### config.mk
export PLATFORM = sky130hd
export DESIGN_NAME = board_line_scanner
export DESIGN_NICKNAME = d
export VERILOG_FILES = /design/src/rtl/board_line_scanner.sv
export SDC_FILE = /design/constraint.sdc
export NUM_CORES = 1
export LEC_CHECK = 0
export ABC_AREA = 1
export CAP_MARGIN = 20
export CORE_MARGIN = 2
export CORE_UTILIZATION = 54
export CTS_CLUSTER_DIAMETER = 80
export CTS_CLUSTER_SIZE = 12
export DETAILED_ROUTE_END_ITERATION = 12
export PLACE_DENSITY = 0.8
export SYNTH_ARGS = -nofsm -noshare
export SYNTH_HDL_FRONTEND = slang
export SYNTH_SLANG_ARGS = --single-unit
export TNS_END_PERCENT = 10
### constraint.sdc
create_clock -name clk -period 1.92 [get_ports clk]
set_clock_uncertainty 0.2 [all_clocks]
set_input_delay 0.576 -clock clk [delete_from_list [all_inputs] [get_ports clk]]
set_output_delay 0.576 -clock clk [all_outputs]
set_load 0.02 [all_outputs]
### src/rtl/board_line_scanner.sv
// Scans the playfield RAM once per start request, reporting completely
// occupied rows, their count, and whether anything occupies the top row.
module board_line_scanner #(
  parameter int unsigned ROWS = 20,
  parameter int unsigned COLS = 10,
  parameter int unsigned AW   = 8
) (
  input  logic            clk,
  input  logic            rst_n,
  input  logic            start,
  output logic            rd_en,
  output logic [AW-1:0]   rd_addr,
  input  logic [2:0]      rd_data,
  output logic            busy,
  output logic            done,
  output logic [ROWS-1:0] full_rows,
  output logic [4:0]      line_count,
  output logic            top_out
);

  localparam int unsigned CELLS = ROWS * COLS;
  localparam int unsigned RW    = (ROWS > 1) ? $clog2(ROWS) : 1;
  localparam int unsigned CW    = (COLS > 1) ? $clog2(COLS) : 1;

  typedef enum logic [1:0] {IDLE, SCAN, DRAIN, DONE} state_t;

  state_t          state_q, state_d;
  logic            rd_en_q, rd_en_d;
  logic [AW-1:0]   rd_addr_q, rd_addr_d;
  logic [RW-1:0]   row_q, row_d;
  logic [CW-1:0]   col_q, col_d;
  logic            cvld_q, cvld_d;
  logic [RW-1:0]   crow_q, crow_d;
  logic [CW-1:0]   ccol_q, ccol_d;
  logic            acc_q, acc_d;
  logic [ROWS-1:0] full_rows_q, full_rows_d;
  logic [4:0]      line_count_q, line_count_d;
  logic            top_q, top_d;
  logic            busy_q, busy_d;
  logic            done_q, done_d;

  logic            occupied;
  logic            acc_val;

  assign occupied = |rd_data;
  assign acc_val  = ((ccol_q == '0) ? 1'b1 : acc_q) & occupied;

  always_ff @(posedge clk or negedge rst_n) begin
    if (!rst_n) begin
      state_q      <= IDLE;
      rd_en_q      <= 1'b0;
      rd_addr_q    <= '0;
      row_q        <= '0;
      col_q        <= '0;
      cvld_q       <= 1'b0;
      crow_q       <= '0;
      ccol_q       <= '0;
      acc_q        <= 1'b0;
      full_rows_q  <= '0;
      line_count_q <= '0;
      top_q        <= 1'b0;
      busy_q       <= 1'b0;
      done_q       <= 1'b0;
    end else begin
      state_q      <= state_d;
      rd_en_q      <= rd_en_d;
      rd_addr_q    <= rd_addr_d;
      row_q        <= row_d;
      col_q        <= col_d;
      cvld_q       <= cvld_d;
      crow_q       <= crow_d;
      ccol_q       <= ccol_d;
      acc_q        <= acc_d;
      full_rows_q  <= full_rows_d;
      line_count_q <= line_count_d;
      top_q        <= top_d;
      busy_q       <= busy_d;
      done_q       <= done_d;
    end
  end

  always_comb begin
    state_d      = state_q;
    rd_en_d      = 1'b0;
    rd_addr_d    = '0;
    row_d        = row_q;
    col_d        = col_q;
    // Issue position is delayed one cycle to line up with the RAM's read latency
    cvld_d       = rd_en_q;
    crow_d       = row_q;
    ccol_d       = col_q;
    acc_d        = acc_q;
    full_rows_d  = full_rows_q;
    line_count_d = line_count_q;
    top_d        = top_q;
    done_d       = 1'b0;

    case (state_q)
      IDLE: begin
        if (start) begin
          state_d      = SCAN;
          rd_en_d      = 1'b1;
          row_d        = '0;
          col_d        = '0;
          full_rows_d  = '0;
          line_count_d = '0;
          top_d        = 1'b0;
        end
      end
      SCAN: begin
        if (rd_addr_q == AW'(CELLS - 1)) begin
          state_d = DRAIN;
        end else begin
          rd_en_d   = 1'b1;
          rd_addr_d = rd_addr_q + AW'(1);
          if (col_q == CW'(COLS - 1)) begin
            col_d = '0;
            row_d = row_q + RW'(1);
          end else begin
            col_d = col_q + CW'(1);
          end
        end
      end
      DRAIN: begin
        state_d = DONE;
        done_d  = 1'b1;
      end
      DONE: begin
        state_d = IDLE;
      end
      default: begin
        state_d = IDLE;
      end
    endcase

    // Consume returned cell: row AND accumulator, commit at last column
    if (cvld_q) begin
      acc_d = acc_val;
      if ((crow_q == '0) && occupied) begin
        top_d = 1'b1;
      end
      if (ccol_q == CW'(COLS - 1)) begin
        full_rows_d[crow_q] = acc_val;
        if (acc_val && (line_count_q != 5'd31)) begin
          line_count_d = line_count_q + 5'd1;
        end
      end
    end

    busy_d = (state_d != IDLE);
  end

  assign rd_en      = rd_en_q;
  assign rd_addr    = rd_addr_q;
  assign busy       = busy_q;
  assign done       = done_q;
  assign full_rows  = full_rows_q;
  assign line_count = line_count_q;
  assign top_out    = top_q;

endmodule

* Word-level counts from Yosys, hierarchy flattened
Index checks and enable logic that the tools add are counted.
** Storage, ports and cells
- Bits in registers :: 59
- Word-level logic and storage cells :: 76
** Operators by class
- $add $sub $neg :: 4
- $lt $le $gt $ge :: 2
- Equality and inequality tests :: 10
- Muxes and demuxes :: 34
- Bitwise gates (word level) :: 1
- Reduce and logical (&&, ||, !) cells :: 11
** Operators by type and width (count)
- 20-bit 2-to-1 mux :: 4
- 5-bit 2-to-1 mux :: 8
- 20-bit bitwise mux :: 1
- 8-bit 2-to-1 mux :: 2
- 4-bit 2-to-1 mux :: 3
- 5-bit by 1-bit adder with 5-bit output (second input constant) :: 2
- 5-bit one-hot mux with 2 select lines :: 1
- 1-bit 2-to-1 mux :: 9
- 8-bit by 1-bit adder with 8-bit output (second input constant) :: 1
- 4-bit == test (second input constant) :: 2
- 8-bit == test (second input constant) :: 1
- 2-bit one-hot mux with 4 select lines :: 1
- 4-bit one-hot mux with 2 select lines :: 1
- 5-bit by 6-bit less-than comparator with 1-bit output (second input constant) :: 1
- 2-bit != test (second input constant) :: 3
- 1-bit demux with 5-bit select :: 1
- 5-bit by 1-bit greater-or-equal comparator with 1-bit output (second input constant) :: 1
- 5-bit logical NOT :: 1
- 5-bit != test (second input constant) :: 1
- 4-bit by 1-bit adder with 4-bit output (second input constant) :: 1
- 2-bit == test (second input constant) :: 2
- 4-bit logical NOT :: 1
- 2-bit 2-to-1 mux :: 2
- 4-bit AND reduction :: 1
- other kinds (8) :: 11

* Depth between registers and ports, before layout
Gate-level depths: netlist of run 1.
- Depth in word-level cells :: 7
- Gate-level depth with buffers :: 8

* Worst setup path before layout of run 1
No wires, ideal clock.
- Path type :: register -> register
- Start point :: reg line_count_q[0] (netlist: line_count[0])
- End point :: reg line_count_q[0] (netlist: line_count[0])
- Setup time :: 0.128 ns
- Arrival :: 1.423 ns
- Required time :: 1.592 ns
- Setup slack :: 0.169 ns
- Stages on the path, launching flop included :: 9
- Path buffers :: 0
- Period minus slack after synthesis :: 1.751 ns
- Cell sequence :: dfrtp_1 ha_1 nand2_1 nor2_1 ha_1 nor2_2 nand2_4 nand2_1 o21ai_2
** Between the ends
- Cells in the longest elaborated chain, start to end :: 5
** RTL lines
- start: declaration :: RTL line 37 : logic [4:0] line_count_q, line_count_d;
- start signal: assignment :: RTL line 75 : line_count_q <= line_count_d;
- parallel branches: the longest is 4 deep, another holds 5-bit by 1-bit adder with 5-bit output
- 5-bit 2-to-1 mux * :: RTL line 137 : if (cvld_q) begin
- via line_count_d[0] :: RTL line 37
Mark *: on every way through the listed nets, which the timed path passes.
A chain may end at the register's enable or synchronous reset.

* Final worst setup path of run 1
- Start point :: reg line_count_q[1] (netlist: line_count[1])
- End point :: out line_count[1]
** RTL lines
- end: declaration :: RTL line 17 : output logic [4:0] line_count,
No word-level cell between the ends.

==> key figures, run 1 <==
Cells and area
  – Finished Layout Cells: 470
  – Area Overhead vs Synth: 26.93%
  – Nets: ~410
  – Antenna Cells: 0
  – Layout cells sized above 1: 16.50%
  – Core Util, Final: a little under three quarters

Routing
  – First DRT Iteration DRCs: 113
  – Via Count: 2355
  – ANT nets after route: 0
  – Drt total wl: approximately 5800 um
  – Vias per cell: between 5 and 6
  – Drt pass-1 iters: 4
  – Drt wl/cell: roughly 12 um
  – Post-route DRC: 0

Critical path
  – Reg-to-Reg End: line_count[3]
  – CP max stage delay: approximately 0.43 ns
  – Critical path peak fanout: 4
  – Crit-path leading delay family: flip-flops
  – Startpoint types: flop
  – Worst Path Arrival: between 1 and 1.5 ns
  – WS Path Type: reg -> out
  – Worst EP required: approximately 1.1 ns
  – R2r startpoint: line_count[1]
  – Reg2Reg Setup Slack: about 0.13 ns
  – Worst setup path start: line_count[1]
  – CP Capture Point: line_count[1]
  – WP buf/inv: 1
  – Critical-path cell list: clkdlybuf4s15_1
  – CP max stage cell: dfrtp_1
  – Crit path depth: 1
  – Crit path capture type: output port
  – Worst Reg2Reg Path Length in Cells: 8

Synthesis
  – Yosys top cell area share: between 50% and 60%
  – Post-synth cell types: 29
  – #FFs+latches synth: 59
  – Sequential area share after synthesis: between 50% and 60%
  – Largest cells by area after synthesis: dfrtp_1 52%, nand2_1 11%, nor2_1 5.8%
  – Synthesized Nets: ~350
  – Cells after Synth: ~330
  – Syn Area/Cell: between 8 and 9 um^2
  – Synthesized cell area: approximately 2900 um^2
  – Synth warn: 0
  – Largest area contributor in the netlist: dfrtp_1

Floorplan
  – Die area: slightly below 6000 um^2
  – Chip width: 76.75 um
  – Core footprint: about 5000 um^2
  – Row Count: 26
  – Die Y: 76.75 um
  – Initial core utilization: roughly 56%
  – I/O pin cnt: 43

Place
  – Buffers added on ports: 42
  – Placed cell count: ~450
  – Placement Setup Slack: -0.1702 ns
  – Detailed Place HPWL: just over 4000 um
  – Final Wtd Congestion: 0.7972

Timing
  – Final Max Tran Viols: 0
  – Max Freq: ~530 MHz
  – Final min period: around 1.9 ns
  – Fin crit share: between 90% and 100%
  – Final WS setup: 0.04922 ns
  – Rel. slew slack: between 60% and 70%
  – Worst-Margin Slew: ~0.54 ns
  – Finish-stage setup viols: 0
  – Final-report hold violation count: 0
  – Setup TNS: 0 ns
  – RSZ-0062 raised after global routing: no

GRT
  – Number of global-route vias before repair: around 2300
  – Initial antenna violation count: 0
  – All-Layer GR Usage: around 22%
  – Largest net degree at the start of global routing: 24
  – GRT overflow: 0
  – First-pass GRT wire length: a little over 10000 um

Outcome
  – Status: complete, no violations

Clocking
  – CTS Buf Count: 9
  – CTS Sinks: 59
  – Root Driver: clkbuf_8
  – Post-CTS Setup Bufs: 0
  – Clock latency on the worst-skew pair: ~0.34 ns
  – TritonCTS clock tree: yes
  – Htree depth: 3
  – Cts hold-fix bufs: 0
  – Max clock buf depth: 2
  – Worst-path clk slew: 0.07 ns

Pwr
  – Leak: about 1.8 nW
  – Power density cells: 838.0 nW/um^2
  – Max VDD drop: roughly 430 uV

Job
  – Max-cap check violation count: 0

Hold path
  – Worst Hold Class: in -> async
layout by cell type, fill, tap and decap left out, drive strengths merged:
cell	instances
a21oi	3
buf	15
bufinv	2
clkbuf	10
clkdlybuf4s15	1
clkdlybuf4s50	4
clkinv	2
clkinvlp	2
dfrtp	59
dlygate4sd2	36
ha	6
inv	42
nand2	91
nand3	23
nand4	2
nor2	52
nor3	8
o211ai	1
o21ai	30
o21bai	2
o31ai	1
or2	4
xor2	4
worst min path at each step:
| stage | end | startpoint |
|---|---|---|
| 2_1_floorplan | acc_q | rst_n |
| 3_3_place_gp | cvld_q | rd_en |
| 3_5_place_dp | cvld_q | rd_en |
| 4_1_cts | full_rows[5] | rst_n |
| 5_1_grt | full_rows[1] | rst_n |
| 6_report | full_rows[5] | rst_n |
repair_timing:
action	4_1_cts	5_1_grt
gates resized for setup	37	1
hold endpoints to repair	0	0
setup endpoints to repair	37	1
cells by family (layout without fill, tap and decap cells):
kind of cell / after synthesis / in the layout / synth area share (%)
buffers and inverters: 48 / 114 / 7.531
AND/OR/NAND/NOR: 180 / 180 / 29.73
AO/OA/AOI/OAI: 37 / 37 / 7.225
adder cells (fa/ha/maj): 6 / 6 / 2.627
XOR/XNOR: 4 / 4 / 1.226
flip-flops: 59 / 59 / 51.66
registers in the layout (all words and copies together) (netlist names), 2 cells and up:
register and cells:
state_q 2, ccol_d 4, rd_addr 8, crow_d 5
crow_q 5, ccol_q 4, full_rows 20, line_count 5
final cells by class:
| cell class | instances | area [um^2] |
|---|---|---|
| fill | 405 | 1480 |
| sequential | 59 | 1476 |
| multi-input combinational | 227 | 1166 |
| timing repair buffer | 56 | 513.0 |
| inverter | 42 | 157.7 |
| clock buffer | 10 | 137.6 |
| clock inverter | 6 | 88.84 |
| tap | 70 | 87.58 |
synth_stat cells (all sizes together):
cell     n
a21oi    3
buf      6
dfrtp   59
ha       6
inv     42
nand2   91
nand3   23
nand4    2
nor2    52
nor3     8
o211ai   1
o21ai   30
o21bai   2
o31ai    1
or2      4
xor2     4
power by group:
group          total (mW)  switching (mW)  internal, mW
registers            1.35          0.0452          1.30
clock network        1.27           0.506         0.765
logic               0.421           0.247         0.174
per-stage QoR:
stage | power, mW | instance area [um^2] | hold slack (ns)
after floorplan | 1.608 | 2858 | 0.08041
after global placement | 1.813 | 3446 | 0.1631
after detailed placement | 1.835 | 3446 | 0.1663
after CTS | 3.060 | 3626 | 0.01722
after global routing | 3.171 | 3627 | 0.03135
final | 3.040 | 3627 | 0.01524
metal layers:
metal | wire, um | up-vias | GRT usage (%)
met3 | 327 | 14 | 6.471
met5 | 0 | - | 0
li1 | - | 1178 | -
met1 | 2327 | 1093 | 24.84
met2 | 3024 | 70 | 39.74
met4 | 123 | 0 | 9.636
(Power assumes the default switching activity.)
==> inputs of run 2 (changes only) <==
GPL_TIMING_DRIVEN = 0   (was not set)
==> run 2 against run 1 <==
Design area decreased by 2.0%. Critical endpoint is now rd_addr[7]. First-iteration DRC count shrank 26%. Setup slack got worse by 0.010 ns. Non-clock buffer count down 6. Via count is 3.4% lower. Sequential power hardly changed. Die area unchanged. Critical path depth unchanged. Maximum frequency down 0.53%. Combinational power fell by 12%.
==> key figures, run 2 (same netlist as run 1, synthesis figures left out) <==
Outcome
  – Status: complete, no violations

Timing
  – Max Freq: roughly 530 MHz
  – Final WS setup: between 0.03 and 0.04 ns
  – Final min period: 1.881 ns
  – Worst-Margin Slew: between 0.4 and 0.5 ns
  – Finish-stage setup viols: 0
  – Rel. slew slack: between 60% and 70%
  – Final-report hold violation count: 0
  – Hold_ws: ~0.18 ns
  – RSZ-0062 raised after global routing: no
  – Fin crit share: 97.96%
  – Final Max Tran Viols: 0

Critical path
  – CP max stage cell: dfrtp_1
  – Crit path capture type: output port
  – Critical path peak fanout: 4
  – CP max stage delay: a little over 0.4 ns
  – Critical-path cell list: dlygate4sd2_1
  – Worst Path Arrival: around 1.1 ns
  – Startpoint types: flop
  – Crit-path leading delay family: flip-flops
  – WS Path Type: reg -> out
  – Worst EP required: 1.14 ns
  – WP buf/inv: 1

Cells and area
  – Layout cells sized above 1: 15.74%
  – Most common cell after layout, fill and taps aside: nand2_1
  – Finished Layout Cells: 464
  – Core Util, Final: 69.57%
  – Max FFs per register: 20
  – Nets: about 400
  – Area Overhead vs Synth: 24.34%
  – Leading cell types in the layout, fill and taps excluded: 85 x nand2_1, 59 x dfrtp_1, 44 x nor2_1, 35 x inv_1, 33 x dlygate4sd2_1
  – Antenna Cells: 0

Floorplan
  – Core footprint: 5107 um^2
  – Row Count: 26
  – Initial core utilization: between 50% and 60%
  – I/O pin cnt: 43
  – Chip width: 76.75 um
  – Die Y: ~77 um
  – Die area: 5890 um^2

Pwr
  – Int Pwr: between 2 and 2.5 mW
  – Reg power frac: a little under half
  – Clock power share: a little over two fifths
  – Max VDD drop: between 500 and 600 uV
  – Logic pwr share: between 10 and 15%
  – Power density cells: approximately 830 nW/um^2
  – NetSw: 0.7869 mW
  – Sw Share: a little over a quarter
  – Leak: roughly 1.8 nW

Clocking
  – Worst-path clk slew: about 0.070 ns
  – TritonCTS clock tree: yes
  – Htree depth: 3
  – Max clock buf depth: 2
  – CTS Buf Count: 9
  – Clock latency on the worst-skew pair: 0.34 ns
  – Post-CTS Setup Bufs: 0
  – CTS Sinks: about 60
  – Root Driver: clkbuf_8

Routing
  – Drt pass-1 iters: 4
  – Post-route DRC: 0
  – Drt total wl: roughly 5600 um
  – First DRT Iteration DRCs: 84
  – Vias per cell: slightly below 5
  – Via Count: about 2300
  – Drt wl/cell: ~12 um
  – ANT nets after route: 0

Place
  – Placed cell count: ~450
  – Buffers added on ports: 42
  – Detailed Place HPWL: between 4000 and 5000 um
  – Placement Setup Slack: -0.2474 ns
  – Final Wtd Congestion: 0.8112

GRT
  – Largest net degree at the start of global routing: between 40 and 50
  – Initial antenna violation count: 0
  – All-Layer GR Usage: about a fifth
  – GRT overflow: 0
  – First-pass GRT wire length: between 9000 and 10000 um
  – Number of global-route vias before repair: 2257

Hold path
  – Worst Hold Class: reg -> reg

Job
  – Max-cap check violation count: 0
[run 2: cell count changes in the layout (fill, tap and decap cells not counted), sizes merged]
cell / delta
dlygate4sd3: +1
buf: -7
dlygate4sd2: -3
clkbuf: +2
clkinvlp: +1
[run 2: per-layer routing]
layer | share of wire [%] | vias up | wire (um) | GRT usage, %
met1 | 45 | 1049 | 2518 | 25.14
met2 | 49 | 45 | 2745 | 36.23
met3 | 3.2 | 15 | 179 | 3.765
met5 | 0 | - | 0 | 0
li1 | - | 1167 | - | -
met4 | 2.6 | 0 | 147 | 12.00
[run 2: power groups by stage]
stage               registers [mW]  logic, mW  clock network, mW
floorplan                     1.45      0.161                  0
global placement              1.38      0.405                  0
global route                  1.37      0.419               1.31
finish                        1.36      0.371               1.24
CTS                           1.36      0.381               1.24
detailed placement            1.38      0.416                  0
[run 2: final timing paths]
check / startpoint / end / slack, ns / cells after the start
setup / recovery: rd_addr[7] / rd_addr[7] / 0.04 / 1
hold / removal: rd_en / cvld_q / 0.18 / 0
setup reg to reg: line_count[0] / line_count[0] / 0.17 / 8
hold reg to reg: rd_en / cvld_q / 0.18 / 0
max in group asynchronous: rst_n / rd_addr[7] / 0.46 / 3
min in group asynchronous: rst_n / line_count[1] / 0.52 / 2
[run 2: layout make-up]
cell class | instances | area, um^2
Tap cell | 70 | 87.58
Clock buffer | 9 | 123.9
Sequential cell | 59 | 1476
Fill cell | 415 | 1554
Clock inverter | 7 | 92.59
Buffer | 6 | 57.56
Inverter | 42 | 160.2
Timing Repair Buffer | 44 | 389.1
Multi-Input combinational cell | 227 | 1166
[run 2: repair_timing]
| action | CTS | global route |
|---|---|---|
| endpoints found under the setup margin | 37 | 8 |
| hold endpoints to repair | 18 | 0 |
| resized for setup | 39 | 6 |
| cloned | 0 | 0 |
| hold buffers | 1 | 0 |
[run 2: stage by stage]
stage	total power, mW	area [um^2]	setup TNS [ns]
CTS	2.981	3563	0
detailed placement	1.797	3381	-3.382
finish	2.965	3553	0
global placement	1.783	3366	-103.81
global route	3.094	3553	0
floorplan	1.608	2858	0
==> inputs of run 3 (changes only) <==
CORE_UTILIZATION = 40   (was 54)
PLACE_DENSITY = 0.62   (was 0.8)
==> run 3 against run 2 <==
Cell count up 5.0%. Critical path depth unchanged. Sequential power about the same. Clock-buffer cell count up 2. Die area up 33%. First-iteration DRC count up 4.8%. Wire length up 2.6%. Global-route usage down 4.1 points. Maximum frequency up 0.94%. Hold slack worse by 0.16 ns. Non-clock buffer count down 1. Flip-flop and latch count unchanged. Highest routed layer unchanged.
==> key figures, run 3 (same netlist as run 1, synthesis figures left out) <==
Outcome
  – Status: complete, no violations

Timing
  – RSZ-0062 raised after global routing: no
  – Final min period: roughly 1.9 ns
  – Max Freq: about 540 MHz
  – Worst-Margin Slew: about 0.54 ns
  – Fin crit share: 97.05%
  – Hold_ws: around 0.019 ns
  – Final WS setup: about 0.057 ns
  – Final Max Tran Viols: 0
  – Finish-stage setup viols: 0
  – Final-report hold violation count: 0
  – Setup TNS: 0 ns
  – Rel. slew slack: a little under two thirds

Place
  – Buffers added on ports: 42
  – Detailed Place HPWL: 4128 um
  – Placement Setup Slack: -0.2745 ns
  – Post-DP Area: 3413 um^2
  – Final Wtd Congestion: about 0.77
  – Placed cell count: between 400 and 500

GRT
  – First-pass GRT wire length: around 10000 um
  – M2 GR Usage: around 27%
  – Largest net degree at the start of global routing: 38
  – Met1 usage: a little over a fifth
  – Met3 GRT Util: under 10%
  – Number of global-route vias before repair: about 2200
  – All-Layer GR Usage: around 17%
  – GRT overflow: 0
  – Initial antenna violation count: 0
  – Global route hottest layer: met2

Routing
  – Drt pass-1 iters: 4
  – First DRT Iteration DRCs: between 80 and 90
  – Via Count: ~2200
  – ANT nets after route: 0
  – Post-route DRC: 0
  – Drt wl/cell: 11.77 um
  – Drt total wl: 5734 um
  – Vias per cell: around 4.6

Cells and area
  – Most common cell after layout, fill and taps aside: nand2_1
  – Nets: 400
  – Leading cell types in the layout, fill and taps excluded: 85 x nand2_1, 58 x dfrtp_1, 44 x nor2_1, 35 x inv_1, 29 x dlygate4sd2_1
  – Finished Layout Cells: around 490
  – Finished layout cell area: about 3500 um^2
  – Area Overhead vs Synth: 23.47%
  – # fillers: between 600 and 700
  – Max FFs per register: 20
  – Antenna Cells: 0
  – Core Util, Final: between 50 and 60%
  – Layout cells sized above 1: between 15 and 20%
  – Multi-input logic area: around 1200 um^2
  – FF+latch area: roughly 1500 um^2

Critical path
  – Crit-path leading delay family: flip-flops
  – Startpoint types: flop
  – Critical path peak fanout: 4
  – Worst EP required: 1.14 ns
  – CP max stage delay: roughly 0.4 ns
  – Crit path capture type: output port
  – WS Path Type: reg -> out
  – Critical-path cell list: dlygate4sd2_1
  – Worst Path Arrival: about 1.1 ns
  – CP max stage cell: dfrtp_1
  – WP buf/inv: 1

Clocking
  – Worst-path clk slew: around 0.060 ns
  – Post-CTS Setup Bufs: 0
  – TritonCTS clock tree: yes
  – Max clock buf depth: 2
  – CTS Buf Count: 9
  – CTS Sinks: 59
  – Htree depth: 3
  – Root Driver: clkbuf_8
  – Clock latency on the worst-skew pair: 0.34 ns

Floorplan
  – Die Y: slightly below 90 um
  – Chip width: approximately 89 um
  – Initial core utilization: 41.60%
  – Die area: 7837 um^2
  – I/O pin cnt: 43
  – Row Count: 30
  – Core footprint: 6869 um^2

Pwr
  – Power density cells: 769.7 nW/um^2
  – Max VDD drop: a little over 300 uV
  – Overall power: between 2 and 3 mW
  – Leak: 1.759 nW

Hold path
  – Worst Hold Class: in -> async

Job
  – Max-cap check violation count: 0
run 3: cell types whose count changed in the layout (fill, tap and decap cells not counted), sizes merged, moves of 2 or more:
cell / change
dlygate4sd2: -4
clkdlybuf4s15: +3
bufinv: -2
clkbuf: +3
clkinvlp: -3
run 3: layer usage:
layer,up-vias,part of all wire [%]
met3,12,4.3
met5,-,0
met4,0,2.9
met1,1017,46
met2,44,46
li1,1159,-
run 3: path summary, 6_finish.rpt:
path / startpoint / to / slack (ns) / depth (start not counted)
max in group asynchronous: rst_n / full_rows[4] / 0.92 / 2
max: rd_addr[7] / rd_addr[7] / 0.06 / 1
min reg2reg: rd_en / cvld_q / 0.17 / 0
max reg2reg: line_count[0] / line_count[3] / 0.15 / 8
min: rst_n / ccol_d[3] / 0.02 / 1
min in group clk: rd_en / cvld_q / 0.17 / 0
run 3: power by group:
part           internal [mW]  leakage (nW)  total [mW]  switching, mW
logic                  0.149         0.978       0.372          0.223
clock network          0.517        0.0908       0.987          0.470
registers               1.30         0.690        1.36         0.0537
run 3: final cells by class:
type                       instances  area share, %
sequential                        59          41.88
multi-input combinational        227          33.05
buffer                             6          1.631
inverter                          42          4.539
clock buffer                      11          4.291
tap                               96          3.404
clock inverter                     3         0.4255
timing repair buffer              43          10.78
run 3: timing repair:
item | 4_1_cts | 5_1_grt
gates cloned | 0 | 0
endpoints found under the setup margin | 37 | 11
hold buffers | 0 | 0
endpoints found under the hold margin | 0 | 0
gates resized for setup | 42 | 10
